===== src/rtl/seq_divider_8by4_if.sv =====
// seq_divider_8by4_if: request/result bundle for the sequential 8-by-4 divider.
//   master : issuing logic   (drives start/dividend/divisor, sees results)
//   slave  : divider         (samples request, drives busy/done/results)
//   start, dividend[DIVIDEND_W], divisor[DIVISOR_W]  -> divider
//   busy, done, quotient[DIVIDEND_W], remainder[DIVISOR_W] <- divider
//   div_by_zero <- divider, only when DIV_ZERO_FLAG_EN is defined
interface seq_divider_8by4_if #(
  parameter int DIVIDEND_W = 8,
  parameter int DIVISOR_W  = 4
);
  logic                  start;
  logic [DIVIDEND_W-1:0] dividend;
  logic [DIVISOR_W-1:0]  divisor;
  logic                  busy;
  logic                  done;
  logic [DIVIDEND_W-1:0] quotient;
  logic [DIVISOR_W-1:0]  remainder;
`ifdef DIV_ZERO_FLAG_EN
  logic                  div_by_zero;

  modport master (output start, dividend, divisor,
                  input  busy, done, quotient, remainder, div_by_zero);
  modport slave  (input  start, dividend, divisor,
                  output busy, done, quotient, remainder, div_by_zero);
`else
  modport master (output start, dividend, divisor,
                  input  busy, done, quotient, remainder);
  modport slave  (input  start, dividend, divisor,
                  output busy, done, quotient, remainder);
`endif
endinterface


===== src/rtl/seq_divider_8by4.sv =====
// seq_divider_8by4: multi-cycle restoring divider, one quotient bit per clock.
//   clk   : rising-edge clock
//   rst_n : asynchronous active-low reset, aborts any operation in flight
//   bus   : seq_divider_8by4_if.slave (start/operands in; busy/done/results out)
// A request is taken while idle; done pulses DIVIDEND_W edges after accept,
// or 1 edge after accept when divisor==0 (quotient all ones, remainder =
// low dividend bits). Results hold between completions.
// Optional: define DIV_ZERO_FLAG_EN to add bus.div_by_zero, set on each
// completion to 1 for a divide-by-zero and 0 otherwise.
module seq_divider_8by4 #(
  parameter int DIVIDEND_W = 8,
  parameter int DIVISOR_W  = 4
) (
  input  logic                clk,
  input  logic                rst_n,
  seq_divider_8by4_if.slave   bus
);
  localparam int CNT_W = (DIVIDEND_W > 1) ? $clog2(DIVIDEND_W) : 1;
  localparam logic [CNT_W-1:0] LAST = CNT_W'(DIVIDEND_W - 1);

  localparam logic [1:0] IDLE = 2'd0;
  localparam logic [1:0] CALC = 2'd1;
  localparam logic [1:0] ZERO = 2'd2;

  logic [1:0]            state;
  logic [CNT_W-1:0]      cnt;
  // Dividend bits shift out of the MSB while quotient bits shift into the LSB,
  // so after DIVIDEND_W iterations this register holds the quotient.
  logic [DIVIDEND_W-1:0] dq;
  logic [DIVISOR_W-1:0]  dvs;
  logic [DIVISOR_W:0]    prem;

  // One extra bit above the partial remainder acts as the trial sign.
  logic [DIVISOR_W+1:0]  shifted, trial;
  logic                  ge;
  logic [DIVISOR_W:0]    prem_nxt;
  logic [DIVIDEND_W-1:0] dq_nxt;

  always_comb begin
    shifted  = {prem, dq[DIVIDEND_W-1]};
    trial    = shifted - {2'b00, dvs};
    ge       = ~trial[DIVISOR_W+1];
    prem_nxt = ge ? trial[DIVISOR_W:0] : shifted[DIVISOR_W:0];
    dq_nxt   = {dq[DIVIDEND_W-2:0], ge};
  end

  always_ff @(posedge clk or negedge rst_n) begin
    if (!rst_n) begin
      state         <= IDLE;
      cnt           <= '0;
      dq            <= '0;
      dvs           <= '0;
      prem          <= '0;
      bus.busy      <= 1'b0;
      bus.done      <= 1'b0;
      bus.quotient  <= '0;
      bus.remainder <= '0;
`ifdef DIV_ZERO_FLAG_EN
      bus.div_by_zero <= 1'b0;
`endif
    end else begin
      bus.done <= 1'b0;
      case (state)
        IDLE: if (bus.start) begin
          dq       <= bus.dividend;
          dvs      <= bus.divisor;
          prem     <= '0;
          cnt      <= '0;
          bus.busy <= 1'b1;
          state    <= (bus.divisor == '0) ? ZERO : CALC;
        end
        CALC: begin
          dq   <= dq_nxt;
          prem <= prem_nxt;
          cnt  <= cnt + 1'b1;
          if (cnt == LAST) begin
            bus.quotient  <= dq_nxt;
            bus.remainder <= prem_nxt[DIVISOR_W-1:0];
            bus.done      <= 1'b1;
            bus.busy      <= 1'b0;
            state         <= IDLE;
`ifdef DIV_ZERO_FLAG_EN
            bus.div_by_zero <= 1'b0;
`endif
          end
        end
        ZERO: begin
          bus.quotient  <= '1;
          bus.remainder <= dq[DIVISOR_W-1:0];
          bus.done      <= 1'b1;
          bus.busy      <= 1'b0;
          state         <= IDLE;
`ifdef DIV_ZERO_FLAG_EN
          bus.div_by_zero <= 1'b1;
`endif
        end
        default: state <= IDLE;
      endcase
    end
  end
endmodule


===== src/flat_wrapper.sv =====
// flat-port wrapper written by rule: the top's interface ports become plain ports
module seq_divider_8by4_flat 
#(
  parameter int DIVIDEND_W = 8,
  parameter int DIVISOR_W  = 4
)
  (clk, rst_n, bus_start, bus_dividend, bus_divisor, bus_busy, bus_done, bus_quotient, bus_remainder);
  seq_divider_8by4_if #(.DIVIDEND_W(DIVIDEND_W), .DIVISOR_W(DIVISOR_W)) bus_i ();
  input  logic clk;
  input  logic rst_n;
  input wire logic [$bits(bus_i.start)-1:0] bus_start;
  input wire logic [$bits(bus_i.dividend)-1:0] bus_dividend;
  input wire logic [$bits(bus_i.divisor)-1:0] bus_divisor;
  output wire logic [$bits(bus_i.busy)-1:0] bus_busy;
  output wire logic [$bits(bus_i.done)-1:0] bus_done;
  output wire logic [$bits(bus_i.quotient)-1:0] bus_quotient;
  output wire logic [$bits(bus_i.remainder)-1:0] bus_remainder;
  assign bus_i.start = bus_start;
  assign bus_i.dividend = bus_dividend;
  assign bus_i.divisor = bus_divisor;
  assign bus_busy = bus_i.busy;
  assign bus_done = bus_i.done;
  assign bus_quotient = bus_i.quotient;
  assign bus_remainder = bus_i.remainder;
  seq_divider_8by4 #(.DIVIDEND_W(DIVIDEND_W), .DIVISOR_W(DIVISOR_W)) u_core (.clk(clk), .rst_n(rst_n), .bus(bus_i));
endmodule

===== config.mk =====
export PLATFORM = sky130hd
export DESIGN_NAME = seq_divider_8by4_flat
export DESIGN_NICKNAME = d
export VERILOG_FILES = /design/src/rtl/seq_divider_8by4_if.sv /design/src/rtl/seq_divider_8by4.sv /design/src/flat_wrapper.sv
export SDC_FILE = /design/constraint.sdc
export NUM_CORES = 1
export LEC_CHECK = 0
export CELL_PAD_IN_SITES_DETAIL_PLACEMENT = 1
export CELL_PAD_IN_SITES_GLOBAL_PLACEMENT = 1
export CORE_ASPECT_RATIO = 1.1
export CORE_MARGIN = 5
export CORE_UTILIZATION = 34
export CTS_CLUSTER_DIAMETER = 30
export DETAILED_ROUTE_END_ITERATION = 10
export GPL_TIMING_DRIVEN = 1
export PLACE_DENSITY_LB_ADDON = 0.05
export SETUP_SLACK_MARGIN = 0.15
export SYNTH_ARGS = -nofsm -noshare
export SYNTH_HDL_FRONTEND = slang
export SYNTH_SLANG_ARGS = --single-unit

===== constraint.sdc =====
create_clock -name clk -period 6 [get_ports clk]
set_input_delay 0.9 -clock clk [delete_from_list [all_inputs] [get_ports clk]]
set_output_delay 0.9 -clock clk [all_outputs]
set_load 0.03 [all_outputs]

After elaboration in Yosys (flattened, before gate mapping) --
Cells that the tools add are included.
Storage, ports and cells: bits in registers 36, input port bits 15, output and inout port bits 14, logic and storage cells 47
Cells by class: $add $sub $neg 2, equal/unequal tests 5, multiplexer cells 20, bitwise logic cells 1, reductions and logical operators 10
Operators by type and width (count):
- one-hot mux 8 bit (2 select lines) | 2
- 2-to-1 mux 8 bit | 2
- 2-to-1 mux 5 bit | 2
- one-hot mux 5 bit (2 select lines) | 1
- one-hot mux 4 bit (2 select lines) | 1
- AND reduction 2 bit | 4
- 2-to-1 mux 2 bit | 3
- one-hot mux 3 bit (2 select lines) | 1
- subtractor 6 x 4 -> 6 bit | 1
- zero test 4 bit | 1
- 2-to-1 mux 4 bit | 1
- one-hot mux 2 bit (2 select lines) | 1
- nonzero test 2 bit | 2
- adder 3 x 1 -> 3 bit (second input constant) | 1
- == test 3 bit (second input constant) | 1
- 2-to-1 mux 1 bit | 3
- 2-to-1 mux 3 bit | 1
- one-hot mux 1 bit (3 select lines) | 1
- AND reduction 3 bit | 1
- nonzero test 3 bit | 1
- == test 2 x 1 -> 1 bit (second input constant) | 1
- == test 2 bit (second input constant) | 1
- zero test 2 bit | 1
- inequality test 2 x 1 -> 1 bit (second input constant) | 1
- 3 further kinds | 3

Longest topological paths before layout --
word-level depth 4, mapped depth 9, gate-level depth less buffers 9

Worst setup path after synthesis --
No wires, ideal clock.
kind register -> register, start reg u_core.prem[0], end reg u_core.bus.remainder[0], library setup time 0.080 ns, data arrival time 1.850 ns, data required time 5.920 ns, setup slack 4.070 ns, cell stages (with the launch flop) 7, path buffers 0, clock period less this slack 1.930 ns, cell sequence dfrtp_1 -> ha_1 -> nor2b_1 -> o31a_2 -> o211ai_4 -> mux2_4 -> o22ai_2
Between the ends: cells in the longest elaborated chain, start to end 4
RTL lines:
- from (decl) | line seq_divider_8by4.sv:31 | logic [DIVISOR_W:0] prem;
- from (signal assigned) | line seq_divider_8by4.sv:74 | prem <= prem_nxt;
- subtractor 6 x 4 -> 6 bit | line seq_divider_8by4.sv:41 | trial = shifted - {2'b00, dvs};
- 2-to-1 mux 5 bit | line seq_divider_8by4.sv:43 | prem_nxt = ge ? trial[DIVISOR_W:0] : shifted[DIVISOR_W:0];
- 2-to-1 mux 4 bit | line seq_divider_8by4.sv:76 | if (cnt == LAST) begin
- one-hot mux 4 bit (2 select lines) | line seq_divider_8by4.sv:63 | case (state)
- to (signal assigned) | line seq_divider_8by4.sv:78 | bus.remainder <= prem_nxt[DIVISOR_W-1:0];
- to (signal assigned) | line seq_divider_8by4.sv:89 | bus.remainder <= dq[DIVISOR_W-1:0];
- to (decl) | line seq_divider_8by4_if.sv:29 | output busy, done, quotient, remainder);
Every way passes these cells. The select of a mux whose other input is x is not followed. A chain may end at the register's enable or synchronous reset.

Worst setup path in the final report --
start reg u_core.state[1], end reg u_core.bus.remainder[3]
Between the ends: cells in the longest elaborated chain, start to end 3, elaborated cells on any way between the ends 6
RTL lines:
- from (decl) | line seq_divider_8by4.sv:25 | logic [1:0] state;
- from (signal assigned) | line seq_divider_8by4.sv:70 | state <= (bus.divisor == '0) ? ZERO : CALC;
- == test 2 x 1 -> 1 bit / == test 2 bit (equally long branches) | line seq_divider_8by4.sv:63
- inequality test 2 x 1 -> 1 bit (no source line) / nonzero test 2 bit (equally long branches)
- AND reduction 2 bit (no source line)
Several ways; a longest one is shown, not always the timed one.

==> impl_metrics.yaml <==
cells_and_area:
  instances_no_fill: 286
  areaGrowthSynthToFinish_pct: 25.2
  final_common_cell: "dfrtp_1"
  layout_common_cells: "36 x dfrtp_1, 33 x nand2_1, 28 x clkdlybuf4s50_1"
  layout.nets: 235
  drive_gt1_share_pct: 9.95
  antenna_cells: 0
setup_path:
  rr_worst_depth: 7
  crit_chain: "inv_1 > ha_1 > nand2b_1 > and2_1 > and3_1 > a21oi_1 > o21ai_0"
  critPathCapture: "u_core.bus.remainder[3]$_DFFE_PN0P_"
  slowest_delay_ps: 630
  critPathSlowestCell: "ha_1"
  end_kind: "flop"
  startpoint: "u_core.state[1]$_DFFE_PN0P_"
  path_class: "reg -> reg"
  critPathTopFamily: "simple AND/OR/NAND/NOR gates"
  critPathRequiredTime_ps: 6170
  reg2reg_slack_ps: 3650
  cp.depth: 7
  worst-path-max-fanout: 16
  start_kind: "flop"
  crit_arrival_ps: 2520
  regToRegEndpoint: "u_core.bus.remainder[3]$_DFFE_PN0P_"
  reg2reg_from: "u_core.state[1]$_DFFE_PN0P_"
  critPathBufInv: 1
synthesis:
  ys_seq_area_share_pct: 48.4
  netlist_area_sq_mm: 0.00186
  ys_types: 38
  yosysWarnings: 0
  synth-edff-count: 0
  synth_fp_nets: 205
  syn_inst: 180
  synthArstFlopShare_pct: 100
  synthFlopType: "dfrtp_1"
  syn_avg_cell_area_sq_um: 10.3
  synth_seq_cells: 36
timing:
  relSlewSlack_pct: 52.6
  drv_slew: 0
  fin_crit_sh_pct: 39.2
  tightest_slew_ps: 711
  hold_violations: 0
  finalCriticalPeriod_ps: 2350
  clock.fmax_ghz: 0.425
  rsz0062_at_grt: "no"
  fin_tns_setup_ps: 0
  fin_skew_ps: 3.91
  setup_viol: 0
routing:
  routed_via_density: 4.96
  antenna_left: 0
  drc: 0
  wire_per_inst_um: 16.1
  drtPass1Iterations: 4
  drt_iter0_drc: 47
  num_vias: 1418
  routed_wl_mm: 4.60
grt:
  grt_max_degree: 37
  grt_usage_pct: 14.5
  grt-ovfl-total: 0
  grt_pass1_vias: 1606
  antenna_found_initial: 0
  grt_pass1_wl_mm: 7.85
hold_path:
  hp-start: "u_core.bus.quotient[6]$_DFFE_PN0P_"
  hp-class: "reg -> reg"
cts:
  cts_setup_buffers: 0
  cts_buffers: 5
  h-tree-depth: 2
  cts_max_path_buffers: 2
  clock_latency_ps: 290
  clockRootBuffer: "clkbuf_8"
  cts_resized: 0
  cts.sinks: 36
  hold_buffers: 0
  tritoncts: "done"
  clkTransAtPathRegs_ps: 70
power:
  leakage_nw: 1.06
  powerDensity_mw_per_mm2: 583
  peakVddDrop_uv: 189
  fin_total_pwr_mw: 1.36
die:
  die_w_um: 80.5
  dieArea_sq_mm: 0.00705
  rows: 28
  coreArea_sq_mm: 0.00536
  top_level_ports: 29
  die_h_um: 87.6
  initial_core_util_pct: 34.7
place:
  dp_hpwl_mm: 3.47
  gp_congestion: 0.694
  io_buffers: 28
  dp_cells: 278
job:
  cap_violations: 0
status:
  status: "finished, final reports clean"
==> registers in the layout (all words and copies together), names as in the netlist <==
name                  cells
u_core.dvs                4
u_core.state              2
u_core.bus.busy           1
u_core.prem               5
u_core.bus.remainder      4
u_core.bus.quotient       8
u_core.bus.done           1
u_core.cnt                3
u_core.dq                 8
==> kinds of logic (layout without fill, tap and decap cells) <==
logic type                 after synthesis  count (layout)  synth area share [%]
AOI/OAI and AO/OA                       52              52                  19.2
xor gates and xnor gates                 2               2                 0.942
and+or+nand+nor                         51              51                  12.8
DFF                                     36              36                  48.4
adders and majority gates               10              10                  7.13
muxes                                   15              15                  8.61
buffers and inverters                   14              45                  2.89
==> metrics by stage <==
step                      utilization, %  worst slack, ps  cell area, sq um  hold WS, ps
after floorplan                        -             4070              1860          450
after global placement              41.5             3720              2220          456
after detailed placement            41.5             3620              2220          462
after CTS                           43.5             3620              2330          480
after global routing                43.5             3440              2330          514
final                               43.5             3650              2330          473
==> cells in the mapped netlist, types with 2 or more instances <==
cell type | instances | area [sq um]
clkbuf_1 | 6 | 22.5
o21ai_0 | 21 | 105
o2111ai_1 | 2 | 17.5
nor2b_1 | 2 | 12.5
nand2_1 | 33 | 124
dfrtp_1 | 36 | 901
ha_1 | 9 | 113
nand2b_1 | 4 | 25.0
o21ai_1 | 2 | 10.0
a21o_1 | 2 | 15.0
o21a_1 | 2 | 15.0
mux2i_1 | 10 | 100
nor2_1 | 6 | 22.5
inv_1 | 7 | 26.3
o22ai_1 | 3 | 18.8
mux2_2 | 4 | 45.0
a21oi_1 | 8 | 40.0
a32o_1 | 2 | 20.0
xor2_1 | 2 | 17.5
==> power breakdown <==
| group | total (mW) | internal, mW | switching [mW] |
|---|---|---|---|
| clock | 0.213 | 0.123 | 0.0892 |
| combinational | 0.716 | 0.304 | 0.411 |
| sequential | 0.431 | 0.350 | 0.0812 |
| total | 1.36 | 0.777 | 0.582 |
==> worst min-delay path, delay by kind of cell (launching register included) <==
family | cells | cell delay [ps]
simple gates | 2 | 100
flops | 1 | 340
==> metal layers <==
layer	global-route usage, %	wire length (um)	part of all wire (%)	vias to the layer above
li1	-	-	-	693
met1	18.3	2100	46	697
met2	23.8	2270	49	20
met3	3.50	133	2.9	8
met4	6.14	91	2.0	0
met5	0	0	0	-
==> worst min-delay path by stage <==
stage / cells past startpoint / slack (ps) / end
after floorplan: 2 / 450 / u_core.dq[7]$_DFFE_PN0P_
after CTS: 2 / 480 / u_core.bus.quotient[6]$_DFFE_PN0P_
final: 2 / 470 / u_core.bus.quotient[6]$_DFFE_PN0P_
after global placement: 2 / 460 / u_core.bus.quotient[5]$_DFFE_PN0P_
after global routing: 2 / 510 / u_core.bus.quotient[2]$_DFFE_PN0P_
after detailed placement: 2 / 460 / u_core.bus.quotient[6]$_DFFE_PN0P_
==> final cells by class <==
cell class	instances	area [sq um]
sequential	36	901
clock inverter	2	35.0
inverter	7	26.3
tap	75	93.8
clock buffer	6	72.6
fill	600	3030
multi-input combinational	130	906
timing repair buffer	30	295
Power figures use the tool's default switching activity.
